`config.mk`:
```
export PLATFORM = sky130hd
export DESIGN_NAME = universal_shift_reg_n
export DESIGN_NICKNAME = d
export VERILOG_FILES = /design/src/rtl/universal_shift_reg_n_pkg.sv /design/src/rtl/universal_shift_reg_n_shift_net.sv /design/src/rtl/universal_shift_reg_n.sv
export SDC_FILE = /design/constraint.sdc
export NUM_CORES = 1
export LEC_CHECK = 0
export ABC_AREA = 0
export CAP_MARGIN = 20
export CORE_MARGIN = 3
export CORE_UTILIZATION = 38
export DETAILED_ROUTE_END_ITERATION = 6
export HOLD_SLACK_MARGIN = 0.12
export PLACE_DENSITY = 0.57
export SLEW_MARGIN = 0
export SYNTH_ARGS = -nofsm -noshare
export SYNTH_HDL_FRONTEND = slang
export SYNTH_SLANG_ARGS = --single-unit
```
`constraint.sdc`:
```
create_clock -name CLK -period 2.6 [get_ports CLK]
set_input_delay 0.78 -clock CLK [delete_from_list [all_inputs] [get_ports CLK]]
set_output_delay 0.78 -clock CLK [all_outputs]
set_load 0.005 [all_outputs]
```
`src/rtl/universal_shift_reg_n_pkg.sv`:
```
// -----------------------------------------------------------------------------
// universal_shift_reg_n_pkg
// Shared encodings for the universal shift register and its barrel network:
//   - MODO operating-mode encodings (SHIFT, ROTATE, PARA_LOAD, HOLD)
//   - DIR encodings (toward MSB / toward LSB)
//   - ENB active level
// -----------------------------------------------------------------------------
package universal_shift_reg_n_pkg;

  typedef enum logic [1:0] {
    SHIFT     = 2'b00,
    ROTATE    = 2'b01,
    PARA_LOAD = 2'b10,
    HOLD      = 2'b11
  } usr_mode_e;

  localparam logic DIR_LEFT   = 1'b0;  // toward MSB
  localparam logic DIR_RIGHT  = 1'b1;  // toward LSB

  localparam logic ENABLE_LVL = 1'b1;

endpackage

```
`src/rtl/universal_shift_reg_n_shift_net.sv`:
```
// -----------------------------------------------------------------------------
// usr_shift_net
// Combinational barrel network: computes the next register word and the last
// bit to leave it for a shift or rotate of distance i_k (1..WIDTH).
// Ports:
//   i_q     current register word
//   i_k     effective shift distance, 1..WIDTH
//   i_dir   DIR_LEFT (toward MSB) or DIR_RIGHT (toward LSB)
//   i_rot   1 = rotate (bits wrap), 0 = shift (vacated bits take i_fill)
//   i_fill  fill bit for shift mode
//   o_q     next register word
//   o_sout  last bit pushed out of the word
// -----------------------------------------------------------------------------
module usr_shift_net
  import universal_shift_reg_n_pkg::*;
#(
  parameter int WIDTH = 8,
  parameter int SW    = $clog2(WIDTH)
) (
  input  logic [WIDTH-1:0] i_q,
  input  logic [SW:0]      i_k,
  input  logic             i_dir,
  input  logic             i_rot,
  input  logic             i_fill,
  output logic [WIDTH-1:0] o_q,
  output logic             o_sout
);

  localparam logic [SW:0] W_L = (SW+1)'(WIDTH);

  logic [WIDTH-1:0] w_src;
  logic [WIDTH-1:0] w_left;
  logic [WIDTH-1:0] w_right;
  logic [SW:0]      w_idx;

  // The bits entering the vacated end come from the word itself (rotate) or
  // from a word of fill bits (shift). Shifting a WIDTH-wide value by WIDTH
  // yields zero, so K = WIDTH falls out naturally: rotate returns i_q and
  // shift returns the all-fill word.
  assign w_src   = i_rot ? i_q : {WIDTH{i_fill}};
  assign w_left  = (i_q << i_k) | (w_src >> (W_L - i_k));
  assign w_right = (i_q >> i_k) | (w_src << (W_L - i_k));
  assign o_q     = (i_dir == DIR_RIGHT) ? w_right : w_left;

  // Last bit out: Q[K-1] going right, Q[WIDTH-K] going left.
  assign w_idx = (i_dir == DIR_RIGHT) ? (i_k - (SW+1)'(1)) : (W_L - i_k);

  always_comb begin
    o_sout = 1'b0;
    for (int i = 0; i < WIDTH; i++) begin
      if (w_idx == (SW+1)'(i)) o_sout = i_q[i];
    end
  end

endmodule

```
`src/rtl/universal_shift_reg_n.sv`:
```
// -----------------------------------------------------------------------------
// universal_shift_reg_n
// Universal shift register: parallel load, shift or rotate by 1..WIDTH bits
// in either direction, with a saturating count of bits moved since the last
// load.
// Optional feature macro: USR_ARITH_SHIFT_EN -- when defined, a right shift
// with ARITH high refills vacated MSBs with the old MSB instead of S_IN.
// Ports:
//   CLK     clock, rising edge
//   RST_N   asynchronous active-low reset
//   ENB     enable; low holds all state
//   MODO    00 shift, 01 rotate, 10 parallel load, 11 hold
//   DIR     0 toward MSB, 1 toward LSB
//   SHAMT   shift distance minus one
//   S_IN    serial fill bit (shift mode)
//   ARITH   arithmetic right-shift request
//   D       parallel load data
//   Q       register contents
//   S_OUT   last bit to leave Q in the most recent shift/rotate
//   BITCNT  bits moved since last load, saturating at WIDTH
//   DONE    high while BITCNT == WIDTH
// -----------------------------------------------------------------------------
module universal_shift_reg_n
  import universal_shift_reg_n_pkg::*;
#(
  parameter int WIDTH = 8,
  parameter int SW    = $clog2(WIDTH)
) (
  input  logic             CLK,
  input  logic             RST_N,
  input  logic             ENB,
  input  logic [1:0]       MODO,
  input  logic             DIR,
  input  logic [SW-1:0]    SHAMT,
  input  logic             S_IN,
  input  logic             ARITH,
  input  logic [WIDTH-1:0] D,
  output logic [WIDTH-1:0] Q,
  output logic             S_OUT,
  output logic [SW:0]      BITCNT,
  output logic             DONE
);

  localparam logic [SW:0] W_L = (SW+1)'(WIDTH);

  logic [WIDTH-1:0] r_q;
  logic             r_sout;
  logic [SW:0]      r_cnt;

  logic [SW:0]      w_k_raw;
  logic [SW:0]      w_k;
  logic             w_rot;
  logic             w_fill;
  logic [WIDTH-1:0] w_next_q;
  logic             w_next_sout;

  function automatic logic [SW:0] sat_add(input logic [SW:0] a,
                                          input logic [SW:0] b);
    logic [SW+1:0] s;
    s = {1'b0, a} + {1'b0, b};
    if (s > {1'b0, W_L}) return W_L;
    return s[SW:0];
  endfunction

  // When WIDTH is not a power of two SHAMT can encode distances beyond
  // WIDTH; those are treated as a full-width move.
  assign w_k_raw = {1'b0, SHAMT} + (SW+1)'(1);
  assign w_k     = (w_k_raw > W_L) ? W_L : w_k_raw;
  assign w_rot   = (MODO == ROTATE);

`ifdef USR_ARITH_SHIFT_EN
  // Sign extension only applies to right shifts; rotate ignores the fill bit.
  assign w_fill = ((DIR == DIR_RIGHT) && ARITH) ? r_q[WIDTH-1] : S_IN;
`else
  logic w_unused_arith;
  assign w_unused_arith = ARITH;
  assign w_fill         = S_IN;
`endif

  usr_shift_net #(
    .WIDTH (WIDTH),
    .SW    (SW)
  ) u_shift_net (
    .i_q    (r_q),
    .i_k    (w_k),
    .i_dir  (DIR),
    .i_rot  (w_rot),
    .i_fill (w_fill),
    .o_q    (w_next_q),
    .o_sout (w_next_sout)
  );

  // Register stage
  always_ff @(posedge CLK or negedge RST_N) begin
    if (!RST_N) begin
      r_q    <= '0;
      r_sout <= 1'b0;
      r_cnt  <= '0;
    end else if (ENB == ENABLE_LVL) begin
      case (usr_mode_e'(MODO))
        PARA_LOAD: begin
          r_q   <= D;
          r_cnt <= '0;
        end
        SHIFT, ROTATE: begin
          r_q    <= w_next_q;
          r_sout <= w_next_sout;
          r_cnt  <= sat_add(r_cnt, w_k);
        end
        default: ;
      endcase
    end
  end

  assign Q      = r_q;
  assign S_OUT  = r_sout;
  assign BITCNT = r_cnt;
  assign DONE   = (r_cnt == W_L);

endmodule

```
Word-level counts from Yosys, hierarchy flattened
Cells that the tools add are included.
{"block": "word_totals", "word_cells": 50, "register_bits": 13, "out_inout_bits": 14, "in_bits": 19}
{"block": "classes", "reduce_logical": 6, "n_addsub": 4, "n_eq_ne": 10, "mux": 19, "shift": 4, "magnitude_cmp": 2, "bitwise_logic": 2}
{"op": "4-bit by 3-bit == test with 1-bit output, second input constant", "count": 4}
{"op": "4-bit 2-to-1 mux", "count": 4}
{"op": "8-bit 2-to-1 mux", "count": 2}
{"op": "8-bit bitwise OR", "count": 2}
{"op": "8-bit one-hot mux with 2 select lines", "count": 1}
{"op": "8-bit by 4-bit left shift with 8-bit output", "count": 2}
{"op": "8-bit by 4-bit right shift with 8-bit output", "count": 2}
{"op": "1-bit 2-to-1 mux", "count": 11}
{"op": "4-bit by 2-bit == test with 1-bit output, second input constant", "count": 2}
{"op": "4-bit one-hot mux with 2 select lines", "count": 1}
{"op": "4-bit by 4-bit adder with 5-bit output", "count": 1}
{"op": "5-bit by 4-bit greater-than comparator with 1-bit output, second input constant", "count": 1}
{"op": "3-bit by 1-bit adder with 4-bit output, second input constant", "count": 1}
{"op": "4-bit by 1-bit == test with 1-bit output, second input constant", "count": 1}
{"op": "4-bit == test, second input constant", "count": 1}
{"op": "4-bit greater-than comparator, second input constant", "count": 1}
{"op": "4-bit zero test", "count": 1}
{"op": "2-bit AND reduction", "count": 2}
{"op": "4-bit by 1-bit subtractor with 4-bit output, second input constant", "count": 1}
{"op": "4-bit subtractor, first input constant", "count": 1}
{"op": "2-bit by 1-bit == test with 1-bit output, second input constant", "count": 1}
{"op": "2-bit == test, second input constant", "count": 1}
{"op": "2-bit zero test", "count": 1}
{"op": "2-bit nonzero test", "count": 1}
{"op": "2-bit OR reduction", "count": 1}

Depth between registers and ports, before layout
{"block": "depth", "depth_word": 14, "mapped_depth": 13, "mapped_depth_nobuf": 11}

Cells and area by module
From an unflattened synthesis, not the netlist that was laid out.
{"block": "unflattened", "hier_cells": 256, "hier_area_um2": 2190.9}
{"module": "usr_shift_net", "seq_area_each_um2": 0.0, "instances": 1, "cells_each": 184, "area_each_um2": 1400.1}
{"module": "universal_shift_reg_n", "seq_area_each_um2": 325.3, "instances": 1, "cells_each": 72, "area_each_um2": 790.8}

Least setup slack after synthesis
OpenSTA, ideal clock, no wires.
{"block": "synth_path", "path_kind": "in2reg", "from": "input SHAMT[0]", "to": "register r_q[0] (netlist: Q[0])", "path_buffers": 4, "setup_ps": 142, "cell_stages": 11, "setup_slack_ps": -565, "arrival_time_ps": 3023, "t_required_ps": 2458, "cell_sequence": "ha_1 -> buf_2 -> nand4b_4 -> nand2_2 -> buf_4 -> ha_1 -> buf_1 -> clkbuf_1 -> nor4_1 -> o41ai_1 -> a22oi_1"}
{"block": "synth_between", "elab_chain_cells": 8, "elab_cells_between_ends": 12, "classes_between": "add/sub: 2; order compare: 1; shift: 4; mux: 3; bitwise: 2"}
{"item": "start, declared", "line": "universal_shift_reg_n.sv:34", "rtl": "input logic [SW-1:0] SHAMT,"}
{"item": "3-bit by 1-bit adder with 4-bit output *", "line": "universal_shift_reg_n.sv:67", "rtl": "assign w_k_raw = {1'b0, SHAMT} + (SW+1)'(1);"}
{"item": "4-bit greater-than comparator", "line": "universal_shift_reg_n.sv:68", "rtl": "assign w_k = (w_k_raw > W_L) ? W_L : w_k_raw;"}
{"item": "4-bit 2-to-1 mux *", "line": "universal_shift_reg_n.sv:68"}
{"item": "4-bit subtractor", "line": "universal_shift_reg_n_shift_net.sv:41, universal_shift_reg_n_shift_net.sv:42"}
{"item": "8-bit by 4-bit right shift with 8-bit output / 8-bit by 4-bit left shift with 8-bit output (equally long branches)", "line": "universal_shift_reg_n_shift_net.sv:41, universal_shift_reg_n_shift_net.sv:42"}
{"item": "8-bit bitwise OR (on tied branches)", "line": "universal_shift_reg_n_shift_net.sv:41, universal_shift_reg_n_shift_net.sv:42"}
{"item": "8-bit 2-to-1 mux *", "line": "universal_shift_reg_n_shift_net.sv:43", "rtl": "assign o_q = (i_dir == DIR_RIGHT) ? w_right : w_left;"}
{"item": "8-bit one-hot mux with 2 select lines *", "line": "universal_shift_reg_n.sv:100", "rtl": "case (usr_mode_e'(MODO))"}
{"item": "end signal, assigned", "line": "universal_shift_reg_n.sv:106", "rtl": "r_q <= w_next_q;"}
{"item": "end, declared", "line": "universal_shift_reg_n.sv:46", "rtl": "logic [WIDTH-1:0] r_q;"}
Mark *: on every way between the ends. The rest lies on a longest branch, timed or not.
A chain may end at the register's enable or synchronous reset.

Final worst setup path
{"block": "layout_path", "from": "input MODO[0]", "to": "register r_q[0] (netlist: Q[0])"}
{"block": "layout_between", "elab_chain_cells": 6, "elab_cells_between_ends": 13, "classes_between": "eq/ne: 2; shift: 2; mux: 3; bitwise: 2; reduce/logical: 4"}
{"item": "start, declared", "line": "universal_shift_reg_n.sv:32", "rtl": "input logic [1:0] MODO,"}
{"item": "2-bit by 1-bit == test with 1-bit output", "line": "universal_shift_reg_n.sv:69, universal_shift_reg_n.sv:100"}
{"item": "8-bit 2-to-1 mux", "line": "universal_shift_reg_n_shift_net.sv:40", "rtl": "assign w_src = i_rot ? i_q : {WIDTH{i_fill}};"}
{"item": "8-bit by 4-bit right shift with 8-bit output / 8-bit by 4-bit left shift with 8-bit output (equally long branches)", "line": "universal_shift_reg_n_shift_net.sv:41, universal_shift_reg_n_shift_net.sv:42"}
{"item": "8-bit bitwise OR (on tied branches)", "line": "universal_shift_reg_n_shift_net.sv:41, universal_shift_reg_n_shift_net.sv:42"}
{"item": "8-bit 2-to-1 mux", "line": "universal_shift_reg_n_shift_net.sv:43"}
{"item": "8-bit one-hot mux with 2 select lines", "line": "universal_shift_reg_n.sv:100"}
Several ways; a longest one is shown, not always the timed one.

==> flow_summary.yaml <==
clock_network:
  holdBufCountCts: 0
  clkTransAtPathRegs_ns: 0.06
  htree_levels: 1
  clk_latency_ns: 0.24
  cts_max_path_buffers: 2
  cts_root_buf: "clkbuf_8"
  cts_tree: "done"
  clock-sinks: 13
  numCtsBuffers: 3
route:
  wl_per_cell_um: 18.50
  post-route-drc-count: 0
  routed_via_density: 5.866
  postRouteAntennaNets: 0
  drt_iter0_markers: 215
  first_pass_iters: 5
  via_count: 2722
  wirelength_um: 8582
finish:
  fin_cells: 464
  final_nets: 420
  area_delta_synth_final_pct: 54.40
  fillers: 531
  n_antenna_cell: 0
  drive_gt1_frac: 0.3597
pwr:
  power.switching_uw: 784.1
  power_frac_clock: 0.096
  vdd_drop_max_uv: 334.4
  switching_share: 0.4192
  p_comb_frac: 0.698
  powerDensity_nw_per_um2: 539.7
  seqPwrFrac: 0.206
  leakage_uw: 0.001515
  internal-power_uw: 1086
synthesis:
  synth-main-ff-cell: "dfrtp_1"
  synth_area_per_cell_sq_um: 7.740
  synth_edf_count: 0
  ys_seq_area_frac: 0.1449
  synthDominantCellAreaShare: 0.1449
  synth_seq_cells: 13
  syn-cell-area_sq_um: 2245
  yosys_warnings: 0
  synth_top_cell_by_area: "dfrtp_1"
  synth_nets: 317
  synth_area_leaders: "dfrtp_1 (14%), mux2i_1 (8.0%), a21oi_1 (5.4%), nand2_1 (5.2%), o21ai_0 (4.7%)"
  ys_types: 61
  ys_async_sr_fraction: 1.000
  netlist_instances: 290
critical_path:
  crit_buf_inv: 4
  crit_required_ns: 2.76
  path_common_cell: "buf_4"
  end_kind: "flip-flop"
  crit_chain: "clkdlybuf4s50_1, nor2b_1, buf_4, nand2_2, buf_4, a211oi_1, o41ai_2, buf_4, a22oi_1"
  worstPathArrival_ns: 2.66
  crit_path_start_kind: "input port"
  crit_family: "buffers and inverters"
  crit_path_max_incr_delay_ns: 0.53
  cp_slowest_cell: "clkdlybuf4s50_1"
  worstPathMaxFanout: 4
  crit_type: "input port to flip-flop"
floorplanning:
  die_h_um: 82.86
  io_pins: 33
  die_w_um: 82.86
  row_count: 27
  core_sq_um: 5608
  dieArea_sq_um: 6865
  start_util: 0.4003
timing:
  max_freq_mhz: 399.2
  slew_viol_final: 0
  clock_skew_ns: 0.001622
  min_period_over_period: 0.9635
  relSlewSlack: 0.6157
  layout_setup_ws_ns: 0.09488
  period_minus_slack_ns: 2.505
  tightest_slew_ns: 0.5746
  setup_viol: 0
  rsz0062_at_grt: "true"
  hold_viol_final: 0
place:
  place_hpwl_um: 6654
  place_congestion: 0.9824
  place_ws_ns: -0.6435
  dp.cells: 449
  portBuffers: 31
hold_path:
  min_path_type: "flip-flop to flip-flop"
flow_run:
  maxCapViolCount: 0
run_status:
  status: "completed"
global_route:
  grt_pass1_vias: 2572
  grt_antenna_before_repair: 0
  track_usage: 0.2432
  grt_max_degree: 36
  grt_first_pass_wirelength_um: 13570
  overflow: 0
-- cells in the mapped netlist (3+ instances only) --
| master | instances |
|---|---|
| nor2_1 | 18 |
| o21ai_0 | 21 |
| o211ai_1 | 6 |
| ha_1 | 7 |
| a311oi_1 | 3 |
| o31ai_1 | 5 |
| nor2b_1 | 8 |
| a221o_1 | 3 |
| dfrtp_1 | 13 |
| clkbuf_1 | 8 |
| buf_4 | 4 |
| a211oi_1 | 8 |
| xor2_1 | 3 |
| buf_2 | 8 |
| a221oi_1 | 3 |
| inv_1 | 7 |
| mux2i_1 | 18 |
| a31oi_1 | 8 |
| a21o_1 | 4 |
| and2_1 | 3 |
| and3_1 | 6 |
| a21oi_1 | 24 |
| nand2b_1 | 8 |
| nor3_1 | 4 |
| mux2_2 | 5 |
| xnor2_1 | 4 |
| a22o_1 | 5 |
| o21a_1 | 3 |
| nand2_1 | 31 |
-- routing by layer --
metal	vias up	global-route usage	share of wire
li1	1303	-	-
met1	1281	0.3445	0.45
met2	117	0.3827	0.46
met3	21	0.02877	0.064
met4	0	0.08024	0.026
met5	-	0	0
-- placed cells by master (no fill, tap or decap), types with 3 or more instances in the layout --
cell type,instances
a31oi_1,7
nor3_1,4
ha_1,4
xnor2_1,3
dfrtp_1,13
and3_1,6
a211oi_1,6
nor2b_1,8
nand2b_1,8
and2_1,3
clkbuf_8,3
a22o_1,5
nand2_1,29
clkdlybuf4s50_1,28
o21ai_0,19
a21o_1,4
buf_6,4
a221o_1,3
mux2_2,4
o31ai_1,4
a21oi_1,22
a21oi_2,3
o211ai_1,6
o21a_1,3
mux2i_1,17
inv_1,6
buf_4,84
nor2_1,17
ha_4,3
-- worst register-to-register path: stages, from the launching register on --
cell and delay [ns]:
dfrtp_1 0.54, inv_1 0.18, o21ai_0 0.25, a21oi_1 0.10
a311oi_1 0.37, buf_4 0.17, a211oi_1 0.05, a211oi_1 0.22
-- timing repair --
action,in CTS,in global routing
buffers inserted,8,3
gates cloned,0,1
resized for setup,10,20
pin swaps,7,14
endpoints found under the setup margin,13,13
-- power groups by stage --
stage / Sequential (uW) / Clock, uW / Combinational, uW
floorplan: 336 / 0 / 678
global placement: 376 / 0 / 1200
detailed placement: 378 / 0 / 1210
CTS: 375 / 182 / 1240
global route: 395 / 199 / 1420
finish: 385 / 180 / 1310
-- cell families after synthesis --
group / count (synthesis) / share of synthesized area
AO/OA/AOI/OAI: 111 / 0.3411
XOR/XNOR: 10 / 0.05909
adder cells (fa/ha/maj): 8 / 0.04794
buffers and inverters: 32 / 0.07358
flip-flops: 13 / 0.1449
multiplexers: 25 / 0.1254
AND/OR/NAND/NOR: 91 / 0.2079
-- through the flow --
step	hold slack [ns]	power [uW]	TNS (ns)	area (sq um)	utilization
after floorplan	0.4844	1014	-0.8135	2367	-
after global routing	0.5876	2009	-0.03400	3466	0.6180
after global placement	0.5270	1578	-7.142	3223	0.5747
after detailed placement	0.5511	1590	-7.575	3223	0.5747
after CTS	0.5611	1799	0	3339	0.5955
final	0.5595	1870	0	3466	0.6180
-- flip-flops by register name, indices dropped and copies added, names as in the netlist --
register  count
S_OUT         1
BITCNT        4
Q             8
-- cell type report --
cell class	instances	area (sq um)	area share
Inverter	8	35.03	0.01011
Sequential cell	13	325.3	0.09386
Multi-Input combinational cell	245	1924	0.5552
Clock buffer	4	45.04	0.01300
Timing Repair Buffer	122	1046	0.3018
Tap cell	72	90.09	0.02599
-- final timing paths --
path	startpoint	endpoint	slack, ns	cells after the start
worst max-delay path	MODO[0]	Q[0]	0.09	9
worst min-delay path	S_OUT	S_OUT	0.56	2
worst max register to register	Q[6]	Q[3]	0.63	7
worst min register to register	S_OUT	S_OUT	0.56	2
max in group asynchronous	RST_N	Q[0]	1.32	1
min in group asynchronous	RST_N	BITCNT[0]	0.91	1
(Power assumes the default switching activity.)
